--- config.mk ---
export PLATFORM = sky130hd
export DESIGN_NAME = cell_mem_arbiter
export DESIGN_NICKNAME = d
export VERILOG_FILES = /design/src/rtl/cell_mem_arbiter.sv
export SDC_FILE = /design/constraint.sdc
export NUM_CORES = 1
export LEC_CHECK = 0
export BUFFER_PORTS_ARGS = -buffer_cell sky130_fd_sc_hd__buf_2
export CORE_MARGIN = 4
export CORE_UTILIZATION = 46
export CTS_CLUSTER_DIAMETER = 100
export DETAILED_ROUTE_END_ITERATION = 6
export PLACE_DENSITY = 0.84
export SETUP_SLACK_MARGIN = 0.02
export SLEW_MARGIN = 20
export SYNTH_ARGS = -nofsm -noshare
export SYNTH_HDL_FRONTEND = slang
export SYNTH_SLANG_ARGS = --single-unit
--- constraint.sdc ---
create_clock -name clk -period 1.4 [get_ports clk]
set_input_delay 0.07 -clock clk [delete_from_list [all_inputs] [get_ports clk]]
set_output_delay 0.07 -clock clk [all_outputs]
set_load 0.005 [all_outputs]
--- src/rtl/cell_mem_arbiter.sv ---
// Owner of the single-port cell RAM: arbitrates display reads, evolution read/write and a
// manual read-modify-write toggle, issuing at most one registered memory op per cycle.
module cell_mem_arbiter #(
  parameter int P_PARAM_M = 5,
  parameter int P_PARAM_N = 5,
  parameter int WIDTH     = 12
) (
  input  logic             clk,
  input  logic             rst_n,
  input  logic             disp_req,
  input  logic [WIDTH-1:0] disp_addr,
  output logic             disp_gnt,
  output logic             disp_rvalid,
  output logic             disp_rdata,
  input  logic             evo_req,
  input  logic             evo_we,
  input  logic [WIDTH-1:0] evo_addr,
  input  logic             evo_wdata,
  output logic             evo_gnt,
  output logic             evo_rvalid,
  output logic             evo_rdata,
  input  logic             modify,
  input  logic [WIDTH-1:0] modify_addr,
  output logic             man_busy,
  output logic             man_done,
  output logic [WIDTH-1:0] mem_addr,
  output logic             mem_wden,
  output logic             mem_wdata,
  input  logic             mem_rdata
);

  localparam logic [WIDTH-1:0] CELLS = WIDTH'(P_PARAM_M * P_PARAM_N);

  typedef enum logic [1:0] {M_IDLE, M_RD, M_WAIT, M_WB} man_state_t;
  typedef enum logic [1:0] {TAG_NONE, TAG_DISP, TAG_EVO, TAG_MAN} tag_t;

  man_state_t       state_r, state_s;
  tag_t             tag1_r, tag2_r, op_tag_s;
  logic             prev_modify_r, disp_last_r, man_busy_r, man_done_r;
  logic [WIDTH-1:0] man_addr_r, mem_addr_r, op_addr_s;
  logic             mem_wden_r, mem_wdata_r;
  logic             lock_s, disp_gnt_s, evo_gnt_s, man_rd_s;
  logic             op_valid_s, op_we_s, op_wdata_s;

  // Grant arbitration; M_WAIT/M_WB lock the RAM so nothing lands between manual read and write.
  always_comb begin
    lock_s     = (state_r == M_WAIT) || (state_r == M_WB);
    disp_gnt_s = 1'b0;
    evo_gnt_s  = 1'b0;
    man_rd_s   = 1'b0;
    if (lock_s) begin
      disp_gnt_s = 1'b0;
    end else begin
      disp_gnt_s = disp_req && !(disp_last_r && ((state_r == M_RD) || evo_req));
      man_rd_s   = (state_r == M_RD) && !disp_gnt_s;
      evo_gnt_s  = evo_req && !disp_gnt_s && (state_r != M_RD);
    end
  end

  // Manual toggle next-state logic.
  always_comb begin
    state_s = state_r;
    case (state_r)
      M_IDLE: begin
        if (modify && !prev_modify_r && (modify_addr < CELLS)) state_s = M_RD;
        else state_s = M_IDLE;
      end
      M_RD: begin
        if (man_rd_s) state_s = M_WAIT;
        else state_s = M_RD;
      end
      M_WAIT:  state_s = M_WB;
      M_WB:    state_s = M_IDLE;
      default: state_s = M_IDLE;
    endcase
  end

  // Select the single memory op for this cycle.
  always_comb begin
    op_valid_s = 1'b0;
    op_we_s    = 1'b0;
    op_wdata_s = 1'b0;
    op_addr_s  = mem_addr_r;
    op_tag_s   = TAG_NONE;
    if (disp_gnt_s) begin
      op_valid_s = 1'b1;
      op_addr_s  = disp_addr;
      op_tag_s   = TAG_DISP;
    end else if (man_rd_s) begin
      op_valid_s = 1'b1;
      op_addr_s  = man_addr_r;
      op_tag_s   = TAG_MAN;
    end else if (evo_gnt_s) begin
      op_valid_s = 1'b1;
      op_we_s    = evo_we;
      op_wdata_s = evo_wdata;
      op_addr_s  = evo_addr;
      op_tag_s   = evo_we ? TAG_NONE : TAG_EVO;
    end else if (state_r == M_WB) begin
      // mem_rdata here is the manual read result (tag2 == TAG_MAN)
      op_valid_s = 1'b1;
      op_we_s    = 1'b1;
      op_wdata_s = ~mem_rdata;
      op_addr_s  = man_addr_r;
    end else begin
      op_valid_s = 1'b0;
    end
  end

  // State, edge detect, memory-side registers and read tag pipe.
  always_ff @(posedge clk) begin
    if (!rst_n) begin
      state_r       <= M_IDLE;
      prev_modify_r <= 1'b0;
      disp_last_r   <= 1'b0;
      man_addr_r    <= {WIDTH{1'b0}};
      mem_addr_r    <= {WIDTH{1'b0}};
      mem_wden_r    <= 1'b0;
      mem_wdata_r   <= 1'b0;
      tag1_r        <= TAG_NONE;
      tag2_r        <= TAG_NONE;
      man_busy_r    <= 1'b0;
      man_done_r    <= 1'b0;
    end else begin
      state_r       <= state_s;
      prev_modify_r <= modify;
      disp_last_r   <= disp_gnt_s;
      if ((state_r == M_IDLE) && (state_s == M_RD)) man_addr_r <= modify_addr;
      if (op_valid_s) mem_addr_r <= op_addr_s;
      mem_wden_r    <= op_valid_s && op_we_s;
      mem_wdata_r   <= op_valid_s && op_we_s && op_wdata_s;
      tag1_r        <= op_tag_s;
      tag2_r        <= tag1_r;
      man_busy_r    <= (state_s != M_IDLE);
      man_done_r    <= (state_r == M_WB);
    end
  end

  assign disp_gnt    = disp_gnt_s;
  assign evo_gnt     = evo_gnt_s;
  assign disp_rvalid = (tag2_r == TAG_DISP);
  assign evo_rvalid  = (tag2_r == TAG_EVO);
  assign disp_rdata  = disp_rvalid && mem_rdata;
  assign evo_rdata   = evo_rvalid && mem_rdata;
  assign man_busy    = man_busy_r;
  assign man_done    = man_done_r;
  assign mem_addr    = mem_addr_r;
  assign mem_wden    = mem_wden_r;
  assign mem_wdata   = mem_wdata_r;

endmodule
==> results of run 1 <==
[worst register-to-register path, delay by kind of cell (launching register included)]
| kind | cells | cell delay (ps) |
|---|---|---|
| buffers and inverters | 2 | 230 |
| AOI/OAI and AO/OA | 1 | 190 |
| DFF | 1 | 390 |
| and+or+nand+nor | 3 | 380 |
[state kept, by name (all words and copies together) (netlist names)]
register,flops
man_addr_r,12
mem_addr,12
state_r,2
tag1_r,2
tag2_r,2
disp_last_r,1
man_busy,1
man_done,1
mem_wdata,1
mem_wden,1
prev_modify_r,1
[power breakdown]
group	leakage, nW	switching [mW]	internal (mW)	total (mW)
clock network	0.0315	0.354	0.246	0.599
registers	0.296	0.0265	1.07	1.10
logic	0.666	0.171	0.193	0.364
[per-layer routing]
layer / global-route usage / share of wire
met1: 0.237 / 0.39
met2: 0.340 / 0.52
met3: 0.0581 / 0.067
met4: 0.0777 / 0.018
met5: 0 / 0
[cell usage in the layout (no fill, tap or decap), drive strengths merged, types with 2 or more instances in the layout]
cell,instances
buf,74
dfxtp,36
nand2,29
dlygate4sd3,19
a31oi,13
o221ai,12
and3,9
a21oi,9
o21ai,9
clkbuf,7
nor2,6
nand3,6
and2,5
nor2b,5
inv,4
nand2b,2
nor3,2
[area by class of cell]
cell class | instances | area share
multi-input cells | 116 | 0.336
clock inverters | 1 | 0.00341
well taps | 44 | 0.0250
clock buffers | 7 | 0.0250
inverters | 5 | 0.0108
flip-flops and latches | 36 | 0.330
repair buffers | 93 | 0.270
[kinds of logic after synthesis]
group	share of synthesized area
buf+inv	0.0613
flops	0.477
simple gates	0.245
compound gates	0.217
[final timing paths]
kind                                       to           start  slack (ps)
worst min-delay path                tag1_r[1]        disp_req          20
worst min register to register      tag2_r[1]       tag1_r[1]         440
worst max register to register    mem_addr[2]     disp_last_r         130
worst max-delay path            man_addr_r[1]  modify_addr[2]          60
[repair_timing]
| item | CTS | global route |
|---|---|---|
| gates cloned | 0 | 0 |
| resized for setup | 7 | 9 |
| pin swaps | 0 | 3 |
| hold endpoints to repair | 19 | 0 |
| setup endpoints to repair | 2 | 18 |
| buffers inserted | 0 | 4 |
| hold buffers | 19 | 0 |
[stage by stage]
| stage | hold WS (ps) | power (mW) | setup TNS, ps |
|---|---|---|---|
| finish | 20.3 | 2.06 | 0 |
| CTS | 3.80 | 2.02 | 0 |
| detailed placement | 285 | 1.40 | 0 |
| global route | 21.7 | 2.16 | -139 |
| floorplan | 161 | 1.26 | 0 |
| global placement | 282 | 1.39 | 0 |
[cell usage after synthesis (2+ instances only)]
master    number
dfxtp_1       36
nand2_1       28
a31oi_1       13
o221ai_1      12
a21oi_1        9
and3_1         9
o21ai_0        7
and2_1         5
nand3_1        5
nor2_1         5
buf_4          4
inv_1          4
nor2b_1        4
clkbuf_1       3
buf_2          2
buf_6          2
nand2b_1       2
nor3_1         2
o21ai_1        2
==> metrics.md, run 1 <==
| Metric | Value |
|---|---|
| Run status | completed |
| Area of all placed cells without fillers | 2200 um2 |
| Slew HR | 0.800 |
| TritonRoute pass-1 iters | 4 |
| Count of endpoints failing setup in the final report | 0 |
| Footprint of the multi-input gates | about 740 um2 |
| Clock latency at the later pin of the worst-skew pair | 350 ps |
| Post-synthesis instance area | ~1500 um2 |
| Peak Freq | 0.746 GHz |
| Number of vias in the routed layout | 1,567 |
| Number of instances on the worst hold path | 2 |
| Number of max-slew violations in the final report | 0 |
| Req. time, crit path | 1650 ps |
| Worst supply voltage drop on vdd | between 400 and 500 uV |
| Crit start category | input pin |
| Chip width | 65.3 um |
| Proportion of synthesized chip area in sequential cells | 0.477 |
| Clock Root Buffer | clkbuf_4 |
| Number of DRC markers in iteration 0 | slightly above 90 |
| Number of non-filler instances in the completed layout | roughly 300 |
| Remaining routing DRC violations | 0 |
| Post-synthesis sequential element count | 36 |
| Area share of the largest cell type after synthesis | 0.477 |
| Fraction of layout instances using a drive strength above 1 | 0.380 |
| Leakage component of the power | 0.993 nW |
| Maximum clock skew at final layout | 6.21 ps |
| Cell breakdown of the critical path | dlygate4sd3_1, buf_2, o311ai_4, nand4_1, o21ai_0, a21oi_1 |
| Pin count of the biggest net entering global routing | 16 |
| Fin nets | 301 |
| Clock buffers created by TritonCTS | 5 |
| Number of cells on the worst reg-to-reg path | 6 |
| Predominant post-synthesis flop cell | dfxtp_1 |
| Clk sinks | 36 |
| Arrival time of the worst setup path | 1590 ps |
| Max Cap Violations | 0 |
| Count of buffers inserted at the top-level ports | 65 |
| Syn_area_per_cell | 9.00 um2 |
| Wire length reported by the detailed router | around 4300 um |
| Least-Margin Pin Slew | between 200 and 300 ps |
| Synth Net Count | 212 |
| Final count of hold timing violations | 0 |
| Synthesized instance count | 168 |
| Die Area | 4270 um2 |
| Number of rows created at floorplan | 20 |
| Register Area | 727 um2 |
| Crit path buffers/inverters | 2 |
| Type of the most critical hold path | in2reg |
| Global routing usage summed across all routing layers | 0.200 |
| CTS HTree Levels | 2 |
| Count of inserted antenna diode cells | 0 |
| Period Utilization, post-route | 0.958 |
| Cell class contributing the biggest share of worst-path delay | buffers and inverters |
| First-pass GRT wire length | roughly 6500 um |
| Total power divided by cell area | 936 nW/um2 |
| Cell types occupying the most area after synthesis | dfxtp_1 (48%), nand2_1 (7.0%), o221ai_1 (7.0%), a31oi_1 (5.4%), and3_1 (3.7%) |
| DP Wirelength | 2690 um |
| Number of instances in the placed design | 271 |
| Standard cell with the maximum stage delay on the critical path | dlygate4sd3_1 |
| ANT nets after route | 0 |
| Gr ovfl total | 0 |
| Antenna violations before repair | 0 |
| Largest fanout on the critical path | 6 |
| Critical Setup Path Class | in2reg |
| Worst Setup Slack, final | 59.2 ps |
| Die height | approximately 65 um |
| CTS tree | built |
| Crit. path cell count | 6 |
| Unrepaired setup endpoints after global routing | true |
| Via-to-Cell Ratio | slightly above 5 |
| DR WL/cell | 14.1 um |
| Total cell area at the placement stage | 1860 um2 |
| Worst-case setup slack after placement | about 43 ps |
| Cell variety after synth | 33 |
| Initial Util | 0.487 |
| FFs w/ async S/R, synth | 0 |
| I/O pin total | 66 |
| Crit path largest cell delay | 530 ps |
| Std-Cell Core Area | 3100 um2 |
| Area overhead of the layout relative to synthesis | 45.8% |
| Global placement routability congestion | 0.900 |
| Post-layout util | 0.710 |
| Yosys top cell by area | dfxtp_1 |
| Number of global-route vias before repair | 1,425 |
| Min cycle time layout | 1340 ps |
| Count of warnings emitted by yosys | 0 |
| Nature of the critical path endpoint | flop |
| Clock Tree Buf Depth | 2 |
| Clock transition at path regs | 110 ps |
| Filler instances | 260 |
| Number of flops mapped to enable cells by yosys | 0 |
(Power assumes the default switching activity.)
==> run 2: changes to the inputs <==
ABC_CLOCK_PERIOD_IN_PS = 1400   (was default)
CAP_MARGIN = 20   (was default)
RECOVER_POWER = 25   (was default)
==> run 2 against run 1 <==
  * Worst setup slack stayed put
  * Largest power group unchanged
  * Critical path type unchanged
  * Maximum frequency stayed put
  * Critical path depth stayed put
  * First-iteration DRC count is 3.3% lower
==> metrics.md, run 2 (synthesized netlist as in run 1, its figures left out) <==
| Metric | Value |
|---|---|
| CTS HTree Levels | 2 |
| Register-to-register setup slack | between 100 and 150 ps |
| Chip width | 65.3 um |
| Die Area | 4270 um2 |
| Clk sinks | 36 |
| Gr ovfl total | 0 |
| Via-to-Cell Ratio | 5.19 |
| TritonRoute pass-1 iters | 4 |
| Fin nets | 301 |
| Clock buffers created by TritonCTS | 5 |
| Number of instances on the worst hold path | 2 |
| Most common cell after layout, fill and taps aside | buf_2 |
| R2R Path Start | disp_last_r |
| Remaining routing DRC violations | 0 |
| Number of global-route vias before repair | 1,425 |
| Met1 Track Usage GR | 0.237 |
| Die height | ~65 um |
| DR WL/cell | 14.1 um |
| Post-layout util | 0.709 |
| Endpoint of the worst hold-timing path | tag1_r[1] |
| Min cycle time layout | 1340 ps |
| Clock Tree Buf Depth | 2 |
| Number of max-slew violations in the final report | 0 |
| Count of buffers inserted at the top-level ports | 65 |
| Unrepaired setup endpoints after global routing | true |
| Number of instances in the placed design | 271 |
| Total cell area at the placement stage | 1860 um2 |
| GRT met2 Usage | 0.340 |
| Global routing usage on met3 | 0.0581 |
| Worst Setup Slack, final | 59.2 ps |
| Count of inserted antenna diode cells | 0 |
| Std-Cell Core Area | 3100 um2 |
| Leakage component of the power | between 0.9 and 1 nW |
| Count of endpoints failing setup in the final report | 0 |
| Cell class contributing the biggest share of worst-path delay | buffers and inverters |
| Clock latency at the later pin of the worst-skew pair | 350 ps |
| Req. time, crit path | 1650 ps |
| Antenna violations before repair | 0 |
| DP Wirelength | 2690 um |
| Worst-case setup slack after placement | 43.0 ps |
| Nature of the critical path endpoint | flop |
| Crit start category | input pin |
| Largest fanout on the critical path | 6 |
| Maximum clock skew at final layout | ~6.2 ps |
| Worst supply voltage drop on vdd | 432 uV |
| Cell breakdown of the critical path | dlygate4sd3_1, buf_2, o311ai_4, nand4_1, o21ai_0, a21oi_1 |
| Max Cap Violations | 0 |
| Total power consumption of the routed design | 2.06 mW |
| Area of all placed cells without fillers | 2200 um2 |
| Crit path buffers/inverters | 2 |
| Total negative slack for setup checks | 0 ps |
| Arrival time of the worst setup path | between 1500 and 2000 ps |
| Clock transition at path regs | 110 ps |
| CTS tree | built |
| First-pass GRT wire length | approximately 6500 um |
| Period Utilization, post-route | 0.958 |
| Number of rows created at floorplan | 20 |
| ANT nets after route | 0 |
| Type of the most critical hold path | in2reg |
| Number of non-filler instances in the completed layout | 302 |
| Clock Root Buffer | clkbuf_4 |
| Number of cells on the worst reg-to-reg path | 6 |
| Least-Margin Pin Slew | approximately 300 ps |
| Filler instances | between 200 and 300 |
| Hold Crit Start | disp_req |
| Pin count of the biggest net entering global routing | 16 |
| Peak Freq | 0.746 GHz |
| Final count of hold timing violations | 0 |
| Wire length reported by the detailed router | 4250 um |
| Area overhead of the layout relative to synthesis | 45.6% |
| Global placement routability congestion | roughly 0.9 |
| Origin of the worst setup path | modify_addr[2] |
| Slew HR | 0.800 |
| Most frequent cells in the layout | buf_2 (63), dfxtp_1 (33), nand2_1 (28) |
| Fraction of layout instances using a drive strength above 1 | 0.372 |
| End of the worst register-to-register path | mem_addr[2] |
| Number of vias in the routed layout | 1,567 |
| Run status | completed |
| GRT busiest layer | met2 |
| Initial Util | 0.487 |
| Number of DRC markers in iteration 0 | between 80 and 90 |
| Critical Setup Path Class | in2reg |
| I/O pin total | 66 |
| Worst Hold Margin | between 20 and 25 ps |
| Standard cell with the maximum stage delay on the critical path | dlygate4sd3_1 |
| Crit path largest cell delay | approximately 530 ps |
| Total power divided by cell area | 937 nW/um2 |
| Global routing usage summed across all routing layers | 0.200 |
-- run 2: cell count changes in the layout (fill, tap and decap cells not counted) --
| cell | delta |
|---|---|
| and2_1 | -2 |
| and2_0 | +2 |
| clkbuf_1 | +2 |
| buf_2 | -2 |
-- run 2: how the worst max path moves through the flow --
stage	endpoint	slack [ps]	depth (start not counted)
after floorplan	mem_addr[10]	170	6
after global placement	mem_addr[2]	100	4
after detailed placement	mem_addr[4]	40	4
after CTS	disp_gnt	10	4
after global routing	man_addr_r[1]	-40	6
final	man_addr_r[1]	60	6
-- run 2: cell type report --
cell class                 instances  area [um2]  share of cell area
clock buffer                       7        55.1              0.0250
clock inverter                     1        7.51             0.00341
inverter                           5        23.8              0.0108
multi-input combinational        116         739               0.336
sequential                        36         727               0.330
tap                               44        55.1              0.0250
timing repair buffer              93         593               0.269
-- run 2: power by group --
group          internal (mW)  switching, mW
sequential              1.07         0.0266
clock                  0.246          0.354
combinational          0.192          0.171
total                   1.51          0.552
-- run 2: repair_timing --
action                                 in CTS  in global routing
gates resized for setup                     7                  9
pin swaps                                   0                  3
hold buffers                               19                  0
cloned                                      0                  0
setup endpoints to repair                   2                 18
endpoints found under the hold margin      19                  0
setup buffers                               0                  4
-- run 2: per-layer routing --
metal | routed length [um] | up-vias
li1 | - | 789
met1 | 1670 | 718
met2 | 2210 | 53
met3 | 285 | 7
met4 | 78 | 0
met5 | 0 | -
